[src/rtl/ahbl_pkg.sv]
// Shared AHB-Lite encodings and transfer helpers for the SRAM subordinate.
package ahbl_pkg;

    typedef enum logic [1:0] {
        HTRANS_IDLE   = 2'd0,
        HTRANS_BUSY   = 2'd1,
        HTRANS_NONSEQ = 2'd2,
        HTRANS_SEQ    = 2'd3
    } htrans_e;

    typedef enum logic [2:0] {
        HSIZE_BYTE = 3'd0,
        HSIZE_HALF = 3'd1,
        HSIZE_WORD = 3'd2
    } hsize_e;

    localparam logic HRESP_OKAY  = 1'b0;
    localparam logic HRESP_ERROR = 1'b1;

    function automatic logic [3:0] byte_mask(input logic [2:0] size, input logic [1:0] addr);
        case (size)
            HSIZE_BYTE: byte_mask = 4'b0001 << addr;
            HSIZE_HALF: byte_mask = 4'b0011 << {addr[1], 1'b0};
            default:    byte_mask = 4'b1111;
        endcase
    endfunction

    // Oversized or misaligned transfers are answered with ERROR.
    function automatic logic xfer_bad(input logic [2:0] size, input logic [1:0] addr);
        xfer_bad = (size > HSIZE_WORD) ||
                   ((size == HSIZE_HALF) && addr[0]) ||
                   ((size == HSIZE_WORD) && (addr != 2'b00));
    endfunction

endpackage

[src/rtl/ahbl_sram_ctrl_if.sv]
// AHB-Lite bus signals seen by the SRAM subordinate.
interface ahbl_sram_ctrl_if;
    logic        HSEL;
    logic [31:0] HADDR;
    logic [1:0]  HTRANS;
    logic        HWRITE;
    logic [2:0]  HSIZE;
    logic        HREADY;
    logic [31:0] HWDATA;
    logic [31:0] HRDATA;
    logic        HREADYOUT;
    logic        HRESP;

    modport master (
        output HSEL, HADDR, HTRANS, HWRITE, HSIZE, HREADY, HWDATA,
        input  HRDATA, HREADYOUT, HRESP
    );

    modport slave (
        input  HSEL, HADDR, HTRANS, HWRITE, HSIZE, HREADY, HWDATA,
        output HRDATA, HREADYOUT, HRESP
    );
endinterface

[src/rtl/ahbl_sram_wbuf.sv]
// One-entry posted-write buffer: holds a write displaced by a read and
// merges its bytes into read data until it is drained to the SRAM.
module ahbl_sram_wbuf #(
    parameter int unsigned AW = 12
) (
    input  logic          clk_i,
    input  logic          rst_ni,
    input  logic          rd_req_i,
    input  logic          wr_dp_i,
    input  logic [AW-1:0] wr_addr_i,
    input  logic [3:0]    wr_mask_i,
    input  logic [31:0]   wr_data_i,
    input  logic [AW-1:0] rd_addr_i,
    input  logic [31:0]   sram_do_i,
    output logic          drain_o,
    output logic [AW-1:0] addr_o,
    output logic [3:0]    mask_o,
    output logic [31:0]   data_o,
    output logic [31:0]   fwd_data_o
);
    logic          valid_q, valid_d;
    logic [AW-1:0] addr_q, addr_d;
    logic [3:0]    mask_q, mask_d;
    logic [31:0]   data_q, data_d;
    logic          load;
    logic          hit;

    assign drain_o = valid_q & ~rd_req_i;
    assign load    = wr_dp_i & (rd_req_i | valid_q);

    always_comb begin
        valid_d = valid_q;
        addr_d  = addr_q;
        mask_d  = mask_q;
        data_d  = data_q;
        if (load) begin
            valid_d = 1'b1;
            addr_d  = wr_addr_i;
            mask_d  = wr_mask_i;
            data_d  = wr_data_i;
        end else if (drain_o) begin
            valid_d = 1'b0;
        end
    end

    always_ff @(posedge clk_i or negedge rst_ni) begin
        if (!rst_ni) begin
            valid_q <= 1'b0;
            addr_q  <= '0;
            mask_q  <= '0;
            data_q  <= '0;
        end else begin
            valid_q <= valid_d;
            addr_q  <= addr_d;
            mask_q  <= mask_d;
            data_q  <= data_d;
        end
    end

    // The register value is used even in the drain cycle, while the SRAM is still stale.
    assign hit = valid_q & (addr_q == rd_addr_i);

    always_comb begin
        fwd_data_o = sram_do_i;
        for (int unsigned i = 0; i < 4; i++) begin
            if (hit && mask_q[i]) fwd_data_o[8*i +: 8] = data_q[8*i +: 8];
        end
    end

    assign addr_o = addr_q;
    assign mask_o = mask_q;
    assign data_o = data_q;

    a_no_load_when_valid: assert property (
        @(posedge clk_i) disable iff (!rst_ni) !(load && valid_q)
    );

endmodule

[src/rtl/ahbl_sram_ctrl.sv]
// AHB-Lite subordinate for a single-port synchronous SRAM macro with
// zero-wait reads/writes and a two-cycle ERROR response for bad transfers.
module ahbl_sram_ctrl
    import ahbl_pkg::*;
#(
    parameter int unsigned AW = 12
) (
    input  logic            HCLK,
    input  logic            HRESETn,
    ahbl_sram_ctrl_if.slave ahb,
    output logic            SRAM_EN,
    output logic [3:0]      SRAM_WE,
    output logic [AW-1:0]   SRAM_A,
    output logic [31:0]     SRAM_DI,
    input  logic [31:0]     SRAM_DO
);
    typedef enum logic [1:0] {ST_OKAY, ST_ERR1, ST_ERR2} rsp_state_e;

    rsp_state_e    state_q, state_d;
    logic          dp_valid_q, dp_valid_d;
    logic          dp_write_q, dp_write_d;
    logic [AW-1:0] dp_addr_q, dp_addr_d;
    logic [3:0]    dp_mask_q, dp_mask_d;

    logic          acc, bad, rd_req, wr_dp;
    logic          buf_drain;
    logic [AW-1:0] buf_addr;
    logic [3:0]    buf_mask;
    logic [31:0]   buf_data, fwd_data;
    logic          unused_bits;

    assign unused_bits = &{1'b0, ahb.HADDR[31:AW+2], ahb.HTRANS[0]};

    assign acc    = HRESETn & ahb.HSEL & ahb.HREADY & ahb.HTRANS[1];
    assign bad    = xfer_bad(ahb.HSIZE, ahb.HADDR[1:0]);
    assign rd_req = acc & ~bad & ~ahb.HWRITE;
    assign wr_dp  = dp_valid_q & dp_write_q;

    always_comb begin
        dp_valid_d = dp_valid_q;
        dp_write_d = dp_write_q;
        dp_addr_d  = dp_addr_q;
        dp_mask_d  = dp_mask_q;
        if (ahb.HREADY) begin
            dp_valid_d = acc & ~bad;
            dp_write_d = ahb.HWRITE;
            dp_addr_d  = ahb.HADDR[AW+1:2];
            dp_mask_d  = byte_mask(ahb.HSIZE, ahb.HADDR[1:0]);
        end
    end

    always_comb begin
        state_d = state_q;
        unique case (state_q)
            ST_OKAY: if (acc && bad) state_d = ST_ERR1;
            ST_ERR1: state_d = ST_ERR2;
            ST_ERR2: state_d = (acc && bad) ? ST_ERR1 : ST_OKAY;
            default: state_d = ST_OKAY;
        endcase
    end

    always_ff @(posedge HCLK or negedge HRESETn) begin
        if (!HRESETn) begin
            state_q    <= ST_OKAY;
            dp_valid_q <= 1'b0;
            dp_write_q <= 1'b0;
            dp_addr_q  <= '0;
            dp_mask_q  <= '0;
        end else begin
            state_q    <= state_d;
            dp_valid_q <= dp_valid_d;
            dp_write_q <= dp_write_d;
            dp_addr_q  <= dp_addr_d;
            dp_mask_q  <= dp_mask_d;
        end
    end

    // Fixed priority: read address phase, buffer drain, direct write.
    always_comb begin
        SRAM_EN = 1'b0;
        SRAM_WE = '0;
        SRAM_A  = '0;
        SRAM_DI = '0;
        if (rd_req) begin
            SRAM_EN = 1'b1;
            SRAM_A  = ahb.HADDR[AW+1:2];
        end else if (buf_drain) begin
            SRAM_EN = 1'b1;
            SRAM_WE = buf_mask;
            SRAM_A  = buf_addr;
            SRAM_DI = buf_data;
        end else if (wr_dp) begin
            SRAM_EN = 1'b1;
            SRAM_WE = dp_mask_q;
            SRAM_A  = dp_addr_q;
            SRAM_DI = ahb.HWDATA;
        end
    end

    ahbl_sram_wbuf #(.AW(AW)) u_wbuf (
        .clk_i      (HCLK),
        .rst_ni     (HRESETn),
        .rd_req_i   (rd_req),
        .wr_dp_i    (wr_dp),
        .wr_addr_i  (dp_addr_q),
        .wr_mask_i  (dp_mask_q),
        .wr_data_i  (ahb.HWDATA),
        .rd_addr_i  (dp_addr_q),
        .sram_do_i  (SRAM_DO),
        .drain_o    (buf_drain),
        .addr_o     (buf_addr),
        .mask_o     (buf_mask),
        .data_o     (buf_data),
        .fwd_data_o (fwd_data)
    );

    assign ahb.HRDATA    = (dp_valid_q && !dp_write_q) ? fwd_data : '0;
    assign ahb.HREADYOUT = (state_q != ST_ERR1);
    assign ahb.HRESP     = (state_q == ST_OKAY) ? HRESP_OKAY : HRESP_ERROR;

endmodule

[src/flat_wrapper.sv]
// flat-port wrapper written by rule: the top's interface ports become plain ports
module ahbl_sram_ctrl_flat import ahbl_pkg::*;
#(
    parameter int unsigned AW = 12
)
  (HCLK, HRESETn, SRAM_EN, SRAM_WE, SRAM_A, SRAM_DI, SRAM_DO, ahb_HSEL, ahb_HADDR, ahb_HTRANS, ahb_HWRITE, ahb_HSIZE, ahb_HREADY, ahb_HWDATA, ahb_HRDATA, ahb_HREADYOUT, ahb_HRESP);
  ahbl_sram_ctrl_if ahb_i ();
  input  logic HCLK;
  input  logic HRESETn;
  output logic SRAM_EN;
  output logic [3:0] SRAM_WE;
  output logic [AW-1:0] SRAM_A;
  output logic [31:0] SRAM_DI;
  input  logic [31:0] SRAM_DO;
  input wire logic [$bits(ahb_i.HSEL)-1:0] ahb_HSEL;
  input wire logic [$bits(ahb_i.HADDR)-1:0] ahb_HADDR;
  input wire logic [$bits(ahb_i.HTRANS)-1:0] ahb_HTRANS;
  input wire logic [$bits(ahb_i.HWRITE)-1:0] ahb_HWRITE;
  input wire logic [$bits(ahb_i.HSIZE)-1:0] ahb_HSIZE;
  input wire logic [$bits(ahb_i.HREADY)-1:0] ahb_HREADY;
  input wire logic [$bits(ahb_i.HWDATA)-1:0] ahb_HWDATA;
  output wire logic [$bits(ahb_i.HRDATA)-1:0] ahb_HRDATA;
  output wire logic [$bits(ahb_i.HREADYOUT)-1:0] ahb_HREADYOUT;
  output wire logic [$bits(ahb_i.HRESP)-1:0] ahb_HRESP;
  assign ahb_i.HSEL = ahb_HSEL;
  assign ahb_i.HADDR = ahb_HADDR;
  assign ahb_i.HTRANS = ahb_HTRANS;
  assign ahb_i.HWRITE = ahb_HWRITE;
  assign ahb_i.HSIZE = ahb_HSIZE;
  assign ahb_i.HREADY = ahb_HREADY;
  assign ahb_i.HWDATA = ahb_HWDATA;
  assign ahb_HRDATA = ahb_i.HRDATA;
  assign ahb_HREADYOUT = ahb_i.HREADYOUT;
  assign ahb_HRESP = ahb_i.HRESP;
  ahbl_sram_ctrl #(.AW(AW)) u_core (.HCLK(HCLK), .HRESETn(HRESETn), .ahb(ahb_i), .SRAM_EN(SRAM_EN), .SRAM_WE(SRAM_WE), .SRAM_A(SRAM_A), .SRAM_DI(SRAM_DI), .SRAM_DO(SRAM_DO));
endmodule
[config.mk]
export PLATFORM = sky130hd
export DESIGN_NAME = ahbl_sram_ctrl_flat
export DESIGN_NICKNAME = d
export VERILOG_FILES = /design/src/rtl/ahbl_pkg.sv /design/src/rtl/ahbl_sram_ctrl_if.sv /design/src/rtl/ahbl_sram_wbuf.sv /design/src/rtl/ahbl_sram_ctrl.sv /design/src/flat_wrapper.sv
export SDC_FILE = /design/constraint.sdc
export NUM_CORES = 1
export LEC_CHECK = 0
export BUFFER_PORTS_ARGS = -buffer_cell sky130_fd_sc_hd__buf_2
export CORE_MARGIN = 4
export CORE_UTILIZATION = 48
export CTS_CLUSTER_DIAMETER = 120
export DETAILED_ROUTE_END_ITERATION = 7
export PLACE_DENSITY = 0.83
export RECOVER_POWER = 25
export SKIP_CTS_REPAIR_TIMING = 1
export SYNTH_ARGS = -nofsm -noshare
export SYNTH_HDL_FRONTEND = slang
export SYNTH_SLANG_ARGS = --single-unit
[constraint.sdc]
create_clock -name HCLK -period 6.7 [get_ports HCLK]
set_input_delay 1.34 -clock HCLK [delete_from_list [all_inputs] [get_ports HCLK]]
set_output_delay 1.34 -clock HCLK [all_outputs]
set_load 0.005 [all_outputs]
==> results by group <==
Outcome
  – Status: complete, but fails checks
  – Failing checks: max-capacitance violations, max-slew violations

Synthesis
  – Sequential fraction of the synthesis area: ~43%
  – Cells after Synth: 399
  – Adder-Cell Fraction of Synth Area: 0%
  – Dominant synthesized flop cell: dfrtp_1
  – Most common cell in the synthesized netlist: dfrtp_1
  – Post-Syn Area: 4050 µm²
  – Area leader, netlist: dfrtp_1
  – Synth Area in Compound Gates: 21.8%
  – Post-synthesis mux area share: 17.3%
  – Simple-gate share of the synthesized area: 10.9%
  – Share of the synthesized area in the top cell type: 42.7%
  – Number of distinct library cells after synthesis: 33
  – Post-synth ARST share: 100%
  – Net Count, Synth: about 500
  – #FFs+latches synth: 69
  – Xor/xnor cell area share of the yosys netlist: 1.73%
  – EDFF count, synth: 0
  – Commonest cells in the netlist: dfrtp_1, mux2_2, a21oi_1
  – Yosys synthesis warning count: 0
  – Largest family of logic cells by synthesized area: compound AO/OA/AOI/OAI gates
  – Ranking of synthesized cells by area: dfrtp_1, mux2_2, a22o_1
  – Syn_area_per_cell: 10.1 µm²

GRT
  – Largest net degree at the start of global routing: 70
  – First-pass GRT wire length: approximately 18,000 µm
  – Number of global-route vias before repair: 3,984
  – Global-route usage over all layers: 23.0%
  – Grt ovf: 0
  – Initial antenna violation count: 0

Clock tree
  – TritonCTS clock tree: built
  – Reg clk slew, reported paths: 0.08 ns
  – Clock H-tree levels: 3
  – CTS Buffer Depth: 2
  – Clk sinks: approximately 70
  – Root buf cell: clkbuf_8
  – Clock latency on the worst-skew pair: 0.35 ns
  – Clock buffer count from CTS: 9

STA
  – Fmax: 0.175 GHz
  – Worst Max-Slew Pin Slew: 3.69 ns
  – Relative slew margins: -146%
  – Final Max Slew Viols: 70
  – Min Hold Slack: 0.439 ns
  – RSZ-0062 raised after global routing: no
  – Setup TNS: 0 ns
  – Final setup margin: 0.998 ns
  – Min Tclk post-route: 5.70 ns
  – Period utilisation layout: a little under nine tenths
  – Final setup fails: 0
  – Fin. Hold Viols: 0
  – Clk_skew: 0.0109 ns

Placement
  – Placed insts: 641
  – Port Buffers: 169
  – Setup WS pre-CTS: 1.52 ns
  – Final HPWL DP: 8080 µm
  – Final Wtd Congestion: 0.847

Floorplanning
  – Initial Util: 49.2%
  – Die width: ~100 µm
  – Die ar.: 9960 µm²
  – Std-Cell Rows: 33
  – IO Pins: about 190
  – Die Height: ~100 µm
  – Core Region: between 8000 and 9000 µm²

Drt
  – Routed WL: 11,600 µm
  – Drt wl/cell: 17.6 µm
  – Via density: 5.93
  – DR iter-0 viols: ~190
  – DR DRC count: 0
  – Routed Antenna Nets: 0
  – Pre-antenna DRT Iters: 5
  – Detailed-route via count: 3,903

Setup path
  – Top delay family on crit path: simple AND/OR/NAND/NOR gates
  – CP Class: primary input to output port
  – Slowest CP cell: clkbuf_1
  – Startpoint Class: primary input
  – Crit Path Max Fanout: 29
  – CP required: between 5 and 6 ns
  – Crit-path max cell delay: 0.77 ns
  – Sum of buffers and inverters on the critical path: 3
  – Crit. End Element: output port
  – Critical Path, Cell by Cell: clkbuf_1, nand4_1, or3_1, and2_1, buf_4, a22o_1, buf_2
  – CP Data Arrival Time: 4.36 ns

Pwr
  – Lkg Pwr: ~2.5 nW
  – Peak supply drop: around 0.14 mV
  – Pwr Density: 193 nW/µm²

Finish
  – Nets: approximately 650
  – Layout fillers: 707
  – Multi-input gate area: 2090 µm²
  – Antenna diodes: 0
  – Non-filler cells, final: 658
  – P&R area growth vs syn: 26.6%
  – FF+latch area: 1730 µm²
  – Layout cells sized above 1: ~45%

Run
  – # Max-Cap Violations: 1

Min path
  – Hold Crit Class: register to register
through the flow:
stage	utilization [%]	total power [mW]	area [µm²]
4_1_cts	62.3	0.998	5120
3_5_place_dp	59.3	0.581	4870
2_1_floorplan	-	0.523	4050
3_3_place_gp	59.3	0.574	4870
5_1_grt	62.3	1.04	5120
6_report	62.3	0.990	5120
path summary, 6_finish.rpt:
check | start | to | slack, ns | cells past startpoint
worst max-delay path | ahb_HREADY | SRAM_DI[13] | 1.0 | 7
worst min-delay path | u_core.state_q[1] | u_core.state_q[1] | 0.44 | 1
worst max register to register | u_core.u_wbuf.valid_q | u_core.u_wbuf.data_o[12] | 4.41 | 4
worst min register to register | u_core.state_q[1] | u_core.state_q[1] | 0.44 | 1
max in group asynchronous | HRESETn | u_core.u_wbuf.data_o[23] | 2.20 | 2
min in group asynchronous | HRESETn | u_core.u_wbuf.data_o[1] | 2.43 | 2
power breakdown:
| group | switching, mW | internal (mW) |
|---|---|---|
| clock network | 0.168 | 0.249 |
| logic | 0.0484 | 0.0542 |
| registers | 0.0273 | 0.444 |
| total | 0.244 | 0.747 |
logic make-up (layout without fill, tap and decap cells):
family / count (synthesis) / in the layout
xor gates and xnor gates: 8 / 8
and+or+nand+nor: 78 / 78
muxes: 59 / 59
buffers and inverters: 45 / 199
AOI/OAI and AO/OA: 140 / 140
DFF: 69 / 69
cell usage in the layout (no fill, tap or decap), types with 9 or more instances in the layout:
| cell type | n |
|---|---|
| a22oi_1 | 12 |
| mux2_2 | 50 |
| dfrtp_1 | 69 |
| mux2_4 | 9 |
| clkbuf_8 | 9 |
| o21ai_0 | 39 |
| buf_2 | 167 |
| nand4_1 | 38 |
| nor2_1 | 16 |
| a22o_1 | 36 |
| a21oi_1 | 47 |
registers in the layout, summed over array words and instances, names as in the netlist:
| signal | cells |
|---|---|
| u_core.u_wbuf.addr_o | 12 |
| u_core.dp_mask_q | 4 |
| u_core.dp_write_q | 1 |
| u_core.state_q | 2 |
| u_core.u_wbuf.valid_q | 1 |
| u_core.u_wbuf.mask_o | 4 |
| u_core.u_wbuf.data_o | 32 |
| u_core.dp_addr_q | 12 |
| u_core.dp_valid_q | 1 |
final cells by class:
type | count | area share, %
clock inverter | 7 | 2.39
sequential | 69 | 33.7
tap | 105 | 2.56
inverter | 7 | 0.513
multi-input combinational | 285 | 40.8
clock buffer | 9 | 2.42
timing repair buffer | 176 | 17.6
layer usage:
layer  vias to the layer above  global-route usage, %  share of wire, %
met3                        25                   3.82               7.7
met2                       174                   38.8                50
met4                         0                   10.8               2.2
met1                      1892                   28.8                40
met5                         -                      0                 0
li1                       1812                      -                 -
Power figures use the tool's default switching activity.
